[src/rtl/mux_gate_serial_ctrl_if.sv]
// mux_gate_serial_ctrl_if: request/result handshake bundle for the serial mux-gate sequencer
interface mux_gate_serial_ctrl_if #(parameter int WIDTH = 8);
  logic             in_valid;
  logic             in_ready;
  logic [2:0]       op;
  logic [WIDTH-1:0] a;
  logic [WIDTH-1:0] b;
  logic             out_valid;
  logic             out_ready;
  logic [WIDTH-1:0] y;
  logic             err;
  logic             busy;
  modport master (output in_valid, op, a, b, out_ready, input in_ready, out_valid, y, err, busy);
  modport slave (input in_valid, op, a, b, out_ready, output in_ready, out_valid, y, err, busy);
endinterface

[src/rtl/mux_gate_serial_ctrl.sv]
// mux_gate_serial_ctrl: steps one 2:1-mux logic cell across two operands, LSB first
module mux_gate_serial_ctrl #(
  parameter int WIDTH = 8
) (
  input logic                  clk,
  input logic                  rst,
  mux_gate_serial_ctrl_if.slave bus
);
  localparam int CW = $clog2(WIDTH);
  typedef enum logic [1:0] {IDLE, RUN, DONE} state_t;
  state_t           r_state, w_next;
  logic [WIDTH-1:0] r_a, r_b, r_y;
  logic [2:0]       r_op;
  logic             r_err;
  logic [CW-1:0]    r_cnt;
  logic             w_s, w_d, w_bit, w_acc, w_last;
  assign w_acc  = (r_state == IDLE) & bus.in_valid;
  assign w_last = r_cnt == CW'(WIDTH - 1);
  always_ff @(posedge clk) begin
    if (rst) r_state <= IDLE;
    else     r_state <= w_next;
  end
  always_comb begin
    w_next = r_state;
    w_next = (r_state == IDLE && w_acc)          ? RUN  :
             (r_state == RUN  && w_last)         ? DONE :
             (r_state == DONE && bus.out_ready)  ? IDLE : r_state;
  end
  always_comb begin
    bus.in_ready  = r_state == IDLE;
    bus.out_valid = r_state == DONE;
    bus.busy      = r_state != IDLE;
    bus.y         = r_y;
    bus.err       = r_err;
  end
  // the shared cell: a operand bit is the select, b operand bit is the data
  always_comb begin
    w_s   = r_a[r_cnt];
    w_d   = r_b[r_cnt];
    w_bit = (r_op == 3'd0) ? (w_s ? w_d   : 1'b0) :
            (r_op == 3'd1) ? (w_s ? 1'b1  : w_d)  :
            (r_op == 3'd2) ? (w_s ? 1'b0  : ~w_d) :
            (r_op == 3'd3) ? (w_s ? ~w_d  : 1'b1) :
            (r_op == 3'd4) ? (w_s ? w_d   : ~w_d) :
            (r_op == 3'd5) ? (w_s ? ~w_d  : w_d)  : 1'b0;
  end
  always_ff @(posedge clk) begin
    if (rst) begin
      r_a   <= '0;
      r_b   <= '0;
      r_op  <= '0;
      r_y   <= '0;
      r_err <= 1'b0;
      r_cnt <= '0;
    end else if (w_acc) begin
      r_a   <= bus.a;
      r_b   <= bus.b;
      r_op  <= bus.op;
      r_y   <= '0;
      r_err <= bus.op > 3'd5;
      r_cnt <= '0;
    end else if (r_state == RUN) begin
      r_y[r_cnt] <= w_bit;
      if (!w_last) r_cnt <= r_cnt + 1'b1;
    end
  end
endmodule

[src/flat_wrapper.sv]
// flat-port wrapper written by rule: the top's interface ports become plain ports
module mux_gate_serial_ctrl_flat 
#(
  parameter int WIDTH = 8
)
  (clk, rst, bus_in_valid, bus_op, bus_a, bus_b, bus_out_ready, bus_in_ready, bus_out_valid, bus_y, bus_err, bus_busy);
  mux_gate_serial_ctrl_if #(.WIDTH(WIDTH)) bus_i ();
  input logic clk;
  input logic rst;
  input wire logic [$bits(bus_i.in_valid)-1:0] bus_in_valid;
  input wire logic [$bits(bus_i.op)-1:0] bus_op;
  input wire logic [$bits(bus_i.a)-1:0] bus_a;
  input wire logic [$bits(bus_i.b)-1:0] bus_b;
  input wire logic [$bits(bus_i.out_ready)-1:0] bus_out_ready;
  output wire logic [$bits(bus_i.in_ready)-1:0] bus_in_ready;
  output wire logic [$bits(bus_i.out_valid)-1:0] bus_out_valid;
  output wire logic [$bits(bus_i.y)-1:0] bus_y;
  output wire logic [$bits(bus_i.err)-1:0] bus_err;
  output wire logic [$bits(bus_i.busy)-1:0] bus_busy;
  assign bus_i.in_valid = bus_in_valid;
  assign bus_i.op = bus_op;
  assign bus_i.a = bus_a;
  assign bus_i.b = bus_b;
  assign bus_i.out_ready = bus_out_ready;
  assign bus_in_ready = bus_i.in_ready;
  assign bus_out_valid = bus_i.out_valid;
  assign bus_y = bus_i.y;
  assign bus_err = bus_i.err;
  assign bus_busy = bus_i.busy;
  mux_gate_serial_ctrl #(.WIDTH(WIDTH)) u_core (.clk(clk), .rst(rst), .bus(bus_i));
endmodule
[config.mk]
export PLATFORM = sky130hd
export DESIGN_NAME = mux_gate_serial_ctrl_flat
export DESIGN_NICKNAME = d
export VERILOG_FILES = /design/src/rtl/mux_gate_serial_ctrl_if.sv /design/src/rtl/mux_gate_serial_ctrl.sv /design/src/flat_wrapper.sv
export SDC_FILE = /design/constraint.sdc
export NUM_CORES = 1
export LEC_CHECK = 0
export ABC_AREA = 1
export CAP_MARGIN = 25
export CORE_MARGIN = 3
export CORE_UTILIZATION = 45
export DETAILED_ROUTE_END_ITERATION = 8
export HOLD_SLACK_MARGIN = 0.1
export MAX_ROUTING_LAYER = met4
export PLACE_DENSITY = 0.73
export SYNTH_ARGS = -nofsm -noshare
export SYNTH_HDL_FRONTEND = slang
export SYNTH_SLANG_ARGS = --single-unit
[constraint.sdc]
create_clock -name clk -period 2.5 [get_ports clk]
set_input_delay 0.5 -clock clk [delete_from_list [all_inputs] [get_ports clk]]
set_output_delay 0.5 -clock clk [all_outputs]
set_load 0.02 [all_outputs]
==> results of run 1 <==
## synthesized netlist by cell type
master,count,share of area (%)
ha_1,5,3.9
clkinv_1,1,0.23
buf_6,2,1.4
o21ai_1,3,0.94
a21oi_1,14,4.4
nand4_1,1,0.39
buf_2,2,0.62
nand3_1,19,5.9
nor2_1,58,14
buf_4,3,1.4
dfxtp_1,33,41
clkbuf_1,1,0.23
inv_2,3,0.70
inv_1,24,5.6
nor2_2,2,0.78
o21ai_0,24,7.5
nand2_1,40,9.4
clkbuf_2,1,0.31
a211oi_2,1,0.78
nand2_4,1,0.70
## kinds of logic after synthesis
family | after synthesis
buffers and inverters | 37
AO/OA/AOI/OAI | 42
adder cells (fa/ha/maj) | 5
AND/OR/NAND/NOR | 121
flip-flops | 33
## through the flow
step | cell area, µm² | setup WS [ns] | cells | hold WS [ns] | total power [µW]
6_report | 2010 | 0.405 | 318 | 0.492 | 1090
4_1_cts | 2010 | 0.219 | 318 | 0.492 | 1100
2_1_floorplan | 1600 | 0.638 | 238 | 0.444 | 733
3_5_place_dp | 1950 | 0.242 | 311 | 0.475 | 803
5_1_grt | 2010 | 0.144 | 318 | 0.526 | 1160
3_3_place_gp | 1950 | 0.349 | 311 | 0.465 | 798
## cells in the final DEF (no fill, tap or decap), drive strengths merged, types with 2 or more instances in the layout
master and count:
ha 5, o21ai 27, nand2 41, inv 27
a21oi 14, nor2 60, nand3 19, clkdlybuf4s50 34
clkbuf 7, dfxtp 33, buf 2
## tightest hold or removal path, cell delays in order (launching register included)
cell     delay, ns
dfxtp_1       0.32
nor2_1        0.09
nor2_1        0.05
## power by group through the flow
stage          Clock [µW]  Combinational [µW]  Sequential, µW
6_report              299                 208             583
5_1_grt               333                 239             588
4_1_cts               312                 209             582
3_5_place_dp            0                 208             595
3_3_place_gp            0                 205             593
2_1_floorplan           0                 144             590
## cell type report
cell class,count,area [µm²],area share (%)
sequential,33,662,32.9
inverter,28,109,5.41
clock buffer,7,55.1,2.74
timing repair buffer,36,355,17.7
multi-input combinational,168,773,38.4
tap,46,57.6,2.86
## registers in the layout, indices dropped and copies added (netlist names)
name and flops:
u_core.r_a 8, u_core.r_op 3, u_core.r_cnt 3, u_core.bus.err 1, u_core.r_b 8, u_core.bus.y 8
u_core.r_state 2
## path summary, 6_finish.rpt
kind / end / slack, ns
min: u_core.r_a[0] / 0.49
min reg2reg: u_core.r_a[0] / 0.49
max reg2reg: u_core.bus.y[5] / 0.40
max: u_core.bus.y[5] / 0.40
## repair_timing
action	in CTS	in global routing
buffers inserted	0	0
hold buffers	0	0
endpoints found under the setup margin	0	8
resized for setup	0	2
## layer usage
layer | part of all wire [%] | routed length, µm | track usage [%]
met5 | 0 | 0 | -
met4 | 2.3 | 74 | 6.99
met3 | 5.6 | 182 | 5.98
met2 | 45 | 1470 | 27.9
met1 | 47 | 1520 | 19.5
==> impl_metrics.toml, run 1 <==
[sta]
drv_slew = 0
rsz0062_at_grt = "false"
hold_violations = 0
period_needed_ns = 2.10
skew_ns = 0.00521
fmax_mhz = 477
tns_ns = 0
timing.final.crit_share_pct = 83.8
relSlewSlack_pct = 70.3
setup_viol = 0
worstMarginPinSlew_ns = 0.445

[synthesis]
synth_compound_area_share_pct = 13.6
synth_seq_cells = 33
syn_inst = 238
synth_top_family_by_area = "simple AND/OR/NAND/NOR gates"
synth_xor_area_share_pct = 0
yosys_warnings = 0
yosysSeqAreaShare_pct = 41.2
synthMuxAreaShare_pct = 0
synthDistinctLibCells = 20
syn_avg_cell_area_um2 = 6.73
synthAdderAreaFrac_pct = 3.90
synth-simple-area-share_pct = 30.8
synth_nets = 266
syn-cell-area_um2 = 1600

[layout]
nNetsFinal = 300
syn2layout_area_growth_pct = 25.5
final_core_util_pct = 59.4
diodes = 0
n_fill_cell = 328
drive_above_1_share_pct = 6.25

[detailed_routing]
detail-route-antenna-nets = 0
drc = 0
routedWlPerCell_um = 10.2
drtIter0Drc = 51
drtPass1Iterations = 4
vias_per_cell = 4.76
routed_wl_mm = 3.25
vias = 1513

[placed_design]
portBuffers = 34
hpwl_mm = 2.46
gp_congestion = 0.901

[clock_network]
numCtsBuffers = 5
clock-root-buffer = "clkbuf_4"
cts_tree = "yes"
clock-sinks = 33
clock_latency_ns = 0.33
cts_max_level = 2
clkTransAtPathRegs_ns = 0.10
cts_buffer_depth = 2

[floorplan]
std_cell_rows = 21
core_um2 = 3390
ioPinCount = 35
die_h_um = 65.7
die-area_um2 = 4310
die_w_um = 65.7
start_util_pct = 47.3

[critical_path]
critPathSlowestCell = "dfxtp_2"
path_buf_inv = 3
end_kind = "register"
path_depth = 11
max_stage_delay_ns = 0.47
worstPathMaxFanout = 10
cp.arrival_ns = 2.38
r2r_start = "u_core.r_cnt[1]"
crit_chain = "clkinvlp_4 -> a21oi_1 -> o21ai_0 -> nand2_1 -> inv_1 -> ha_1 -> nand2_1 -> nand4_1 -> nand3_1 -> nand2_1 -> inv_1"
cp_common_cell = "nand2_1"
crit_type = "reg -> reg"
crit_path_start_kind = "register"
startpoint = "u_core.r_cnt[1]"
crit_required_ns = 2.78
ff2ff_path_depth = 11
critPathTopFamily = "simple AND/OR/NAND/NOR gates"

[global_route]
grt_overflow = 0
grt_pass1_wl_mm = 5.62
grt_pass1_vias = 1348
grtUsageTotal_pct = 17.3
grt_max_degree = 24
antenna_found_initial = 0

[worst_hold_path]
hp-class = "reg -> reg"
hold_depth = 2
hp-start = "u_core.r_a[0]"

[run]
maxCapViolCount = 0

[power_and_ir_drop]
pwr-share-clk_pct = 27.4
seqPwrFrac_pct = 53.5
p_leak_uw = 0.000865
power.switching_uw = 308
intPower_uw = 782
combPwrFrac_pct = 19.1
power.share.switching_pct = 28.2
ir_worst_vdd_mv = 0.308
p_per_area_nw_per_um2 = 542

[run_status]
status = "complete, no violations"
No activity file was read; power rests on OpenSTA's default activity.
==> run 2, diff against run 1 <==
==> constraint.sdc (replaced) <==
create_clock -name clk -period 2.1 [get_ports clk]
set_input_delay 0.42 -clock clk [delete_from_list [all_inputs] [get_ports clk]]
set_output_delay 0.42 -clock clk [all_outputs]
set_load 0.02 [all_outputs]
==> impl_metrics.toml, run 2 (synthesis results as in run 1) <==
[global_route]
grt_overflow = 0
grt_pass1_vias = 1392
grt_max_degree = 20
antenna_found_initial = 0
grtUsageTotal_pct = 17.5
grt_pass1_wl_mm = 5.75

[layout]
syn2layout_area_growth_pct = 28.6
final_common_cell = "nor2_1"
nNetsFinal = 306
drive_above_1_share_pct = 8.96
diodes = 0
layout_common_cells = "nor2_1 (58), nand2_1 (39), clkdlybuf4s50_1 (34)"
n_fill_cell = 325

[floorplan]
ioPinCount = 35
std_cell_rows = 21
die-area_um2 = 4310
start_util_pct = 47.3
die_w_um = 65.7
die_h_um = 65.7
core_um2 = 3390

[critical_path]
cp.arrival_ns = 1.51
crit_type = "reg -> out"
ff2ff_path_depth = 14
r2r_start = "u_core.r_cnt[0]"
crit_required_ns = 1.68
reg2reg_slack_ns = 0.20
worstPathMaxFanout = 5
r2r-end = "u_core.bus.y[5]"
crit_path_start_kind = "register"
end_kind = "output pin"

[detailed_routing]
drc = 0
vias = 1532
vias_per_cell = 4.71
drtIter0Drc = 44
detail-route-antenna-nets = 0
drtPass1Iterations = 4
routed_wl_mm = 3.22
routedWlPerCell_um = 9.90

[worst_hold_path]
hp-start = "u_core.r_a[4]"
hold_depth = 2
holdPathEnd = "u_core.r_a[4]"
hp-class = "reg -> reg"

[sta]
hold_ws_ns = 0.494
period_needed_ns = 1.93
skew_ns = 0.00621
setup_viol = 0
worstMarginPinSlew_ns = 0.280
fmax_mhz = 519
drv_slew = 0
timing.final.crit_share_pct = 91.8
tns_ns = 0
relSlewSlack_pct = 81.3
hold_violations = 0
rsz0062_at_grt = "false"

[placed_design]
gp_congestion = 0.792
portBuffers = 34
hpwl_mm = 2.38

[power_and_ir_drop]
intPower_uw = 912
seqPwrFrac_pct = 52.7
p_per_area_nw_per_um2 = 634
ir_worst_vdd_mv = 0.380
power.switching_uw = 395
p_leak_uw = 0.000896
power.share.switching_pct = 30.3
combPwrFrac_pct = 20.5
pwr-share-clk_pct = 26.8

[clock_network]
cts_max_level = 2
clock-root-buffer = "clkbuf_4"
cts_buffer_depth = 2
clock-sinks = 33
clock_latency_ns = 0.34
numCtsBuffers = 5
cts_tree = "yes"
clkTransAtPathRegs_ns = 0.10

[run]
maxCapViolCount = 0

[run_status]
status = "complete, no violations"
## run 2: worst max-delay path by stage
stage / startpoint / to / slack, ns / cells after the start
6_report: u_core.r_state[1] / bus_in_ready / 0.17 / 2
3_3_place_gp: u_core.r_cnt[0] / u_core.bus.y[1] / 0.14 / 12
5_1_grt: u_core.r_cnt[0] / u_core.bus.y[2] / 0.01 / 14
3_5_place_dp: u_core.r_cnt[0] / u_core.bus.y[1] / 0.10 / 12
2_1_floorplan: u_core.r_cnt[1] / u_core.bus.y[2] / 0.24 / 12
4_1_cts: u_core.r_cnt[0] / u_core.bus.y[1] / 0.07 / 12
## run 2: through the flow
stage | worst slack, ns | std cells | total power, µW | utilization [%] | area, µm²
6_report | 0.172 | 325 | 1310 | 60.8 | 2060
4_1_cts | 0.0721 | 324 | 1310 | 60.3 | 2040
3_3_place_gp | 0.137 | 316 | 960 | 58.7 | 1990
3_5_place_dp | 0.103 | 316 | 964 | 58.7 | 1990
5_1_grt | 0.0107 | 325 | 1390 | 60.8 | 2060
2_1_floorplan | 0.238 | 238 | 873 | - | 1600
## run 2: area by class of cell
type,count,area [µm²],share of cell area (%)
multi-input cells,168,776,37.6
flip-flops and latches,33,662,32.1
repair buffers,42,404,19.6
inverters,28,108,5.22
well taps,46,57.6,2.79
clock buffers,5,37.5,1.82
clock inverters,3,17.5,0.850
## run 2: per-layer routing
metal  up-vias  global-route usage (%)  part of all wire [%]
met2        32                    30.0                    47
met1       665                    19.4                    46
met3         7                    3.76                   4.9
met4         0                    8.03                   1.7
li1        828                       -                     -
met5         -                       -                     0
## run 2: timing repair
| item | 4_1_cts | 5_1_grt |
|---|---|---|
| hold buffers | 0 | 0 |
| setup endpoints to repair | 0 | 8 |
| buffers inserted | 0 | 1 |
| gates resized for setup | 0 | 4 |
## run 2: critical path: stages, from the launching register on
cell	delay, ns
dfxtp_1	0.36
nor2_2	0.17
clkdlybuf4s50_1	0.64
## run 2: power groups by stage
stage | Sequential [µW] | Combinational (µW) | Clock, µW
2_1_floorplan | 702 | 171 | 0
5_1_grt | 695 | 310 | 385
3_3_place_gp | 703 | 257 | 0
6_report | 689 | 268 | 350
3_5_place_dp | 704 | 260 | 0
4_1_cts | 689 | 262 | 360
==> run 3, diff against run 2 <==
--- a/config.mk
+++ b/config.mk
@@ -7,12 +7,12 @@
 export LEC_CHECK = 0
 export ABC_AREA = 1
 export CAP_MARGIN = 25
-export CORE_MARGIN = 3
+export CORE_MARGIN = 2
 export CORE_UTILIZATION = 45
 export DETAILED_ROUTE_END_ITERATION = 8
 export HOLD_SLACK_MARGIN = 0.1
 export MAX_ROUTING_LAYER = met4
-export PLACE_DENSITY = 0.73
+export PLACE_DENSITY = 0.76
 export SYNTH_ARGS = -nofsm -noshare
 export SYNTH_HDL_FRONTEND = slang
 export SYNTH_SLANG_ARGS = --single-unit
==> constraint.sdc (replaced) <==
create_clock -name clk -period 1.6 [get_ports clk]
set_input_delay 0.32 -clock clk [delete_from_list [all_inputs] [get_ports clk]]
set_output_delay 0.32 -clock clk [all_outputs]
set_load 0.02 [all_outputs]
==> impl_metrics.toml, run 3 (synthesis results as in run 1) <==
[power_and_ir_drop]
p_leak_uw = 0.00102
combPwrFrac_pct = 24.5
power.switching_uw = 550
ir_worst_vdd_mv = 0.502
pwr-share-clk_pct = 25.9
power.share.switching_pct = 29.8
seqPwrFrac_pct = 49.7
intPower_uw = 1290
p_per_area_nw_per_um2 = 799

[clock_network]
clock-sinks = 33
cts_buffer_depth = 2
clkTransAtPathRegs_ns = 0.10
cts-hold-fix-buffers = 0
cts_max_level = 2
numCtsBuffers = 5
cts_tree = "yes"
clock_latency_ns = 0.34
clock-root-buffer = "clkbuf_4"

[floorplan]
std_cell_rows = 21
ioPinCount = 35
die-area_um2 = 4060
core_um2 = 3390
die_w_um = 63.7
die_h_um = 63.7
start_util_pct = 47.3

[global_route]
antenna_found_initial = 0
grt_pass1_vias = 1507
grt_pass1_wl_mm = 6.20
grtUsageTotal_pct = 20.0
grt_max_degree = 20
grt_overflow = 0

[run]
maxCapViolCount = 0

[layout]
fin_cells = 334
final_common_cell = "nor2_1"
layout_common_cells = "nor2_1 (57), nand2_1 (29), dfxtp_1 (29)"
nNetsFinal = 316
syn2layout_area_growth_pct = 43.8
diodes = 0
n_fill_cell = 288
drive_above_1_share_pct = 26.0

[detailed_routing]
vias_per_cell = 4.80
vias = 1603
drtIter0Drc = 59
routedWlPerCell_um = 10.7
routed_wl_mm = 3.58
drc = 0
drtPass1Iterations = 4
detail-route-antenna-nets = 0

[critical_path]
max_stage_delay_ns = 0.41
critPathSlowestCell = "dfxtp_4"
path_depth = 14
crit_path_start_kind = "register"
worstPathMaxFanout = 8
end_kind = "register"
critPathTopFamily = "simple AND/OR/NAND/NOR gates"
path_buf_inv = 5
crit_required_ns = 1.84
ff2ff_path_depth = 14
crit_type = "reg -> reg"
cp.arrival_ns = 2.05
crit_chain = "buf_6 -> nand2_2 -> a21oi_2 -> o21ai_1 -> nand2_2 -> inv_2 -> ha_4 -> inv_2 -> nand2_1 -> nand4_1 -> buf_6 -> nand3_2 -> nand2_1 -> inv_1"

[placed_design]
hpwl_mm = 2.53
dpl.cell_count = 323
portBuffers = 34
gp_congestion = 0.883
preCtsSetupSlack_ns = -0.284

[sta]
timing.final.crit_share_pct = 113
hold_violations = 0
setup_viol = 8
drv_slew = 0
finalWorstSetupSlack_ns = -0.214
relSlewSlack_pct = 86.3
worstMarginPinSlew_ns = 0.206
period_needed_ns = 1.81
tns_ns = -1.65
rsz0062_at_grt = "true"
fmax_mhz = 551
skew_ns = 0.0130

[worst_hold_path]
hp-class = "reg -> reg"
hold_depth = 2

[run_status]
status = "finished, violations left"
violations = "negative setup slack"
==> run 3: cell types whose count changed in the layout (fill, tap and decap cells not counted), moves of 4 or more <==
cell / delta
nand3_1: -10
inv_2: +7
a21oi_2: +5
inv_1: -7
nand2_1: -10
o21ai_0: -5
nand2_2: +7
nand3_2: +10
dlygate4sd2_1: +11
a21oi_1: -5
clkdlybuf4s50_1: -12
o21ai_1: +4
ha_1: -4
buf_4: +7
==> run 3: tightest hold or removal path: stages (launching register included) <==
cell,delay [ns]
dfxtp_1,0.34
nand2_1,0.05
o21ai_0,0.06
==> run 3: power groups by stage <==
stage | clock network [µW] | registers (µW) | logic [µW]
after global placement | 0 | 928 | 360
after global routing | 535 | 922 | 502
after floorplan | 0 | 922 | 228
after detailed placement | 0 | 929 | 370
final | 476 | 915 | 451
after CTS | 492 | 911 | 426
==> run 3: final cells by class <==
cell class | count | area (µm²) | area share (%)
Inverter | 28 | 113 | 4.89
Timing Repair Buffer | 52 | 485 | 21.1
Multi-Input combinational cell | 168 | 926 | 40.2
Sequential cell | 33 | 668 | 29.0
Tap cell | 46 | 57.6 | 2.50
Clock buffer | 7 | 55.1 | 2.39
==> run 3: worst paths after layout <==
kind | from | to | slack, ns
setup / recovery | u_core.r_cnt[0] | u_core.bus.y[0] | -0.21
hold / removal | u_core.bus.err | u_core.bus.err | 0.47
setup reg to reg | u_core.r_cnt[0] | u_core.bus.y[0] | -0.21
hold reg to reg | u_core.bus.err | u_core.bus.err | 0.47
==> run 3: per-layer routing <==
layer / part of all wire (%) / vias to the layer above / GRT usage (%)
met2: 48 / 42 / 33.3
met3: 5.6 / 8 / 6.25
met5: 0 / - / -
met1: 45 / 709 / 22.3
li1: - / 844 / -
met4: 2.1 / 0 / 7.61
==> run 3: per-stage QoR <==
step / cell area (µm²) / utilization [%] / hold WS, ns / total power [µW]
2_1_floorplan: 1610 / - / 0.389 / 1150
3_3_place_gp: 2060 / 60.8 / 0.442 / 1290
3_5_place_dp: 2060 / 60.8 / 0.452 / 1300
4_1_cts: 2220 / 65.6 / 0.472 / 1830
5_1_grt: 2300 / 68.0 / 0.509 / 1960
6_report: 2300 / 68.0 / 0.473 / 1840
==> run 3: what timing repair did <==
action,4_1_cts,5_1_grt
buffers inserted,2,2
endpoints found under the hold margin,0,0
pin swaps,28,22
resized for setup,51,20
endpoints found under the setup margin,20,13
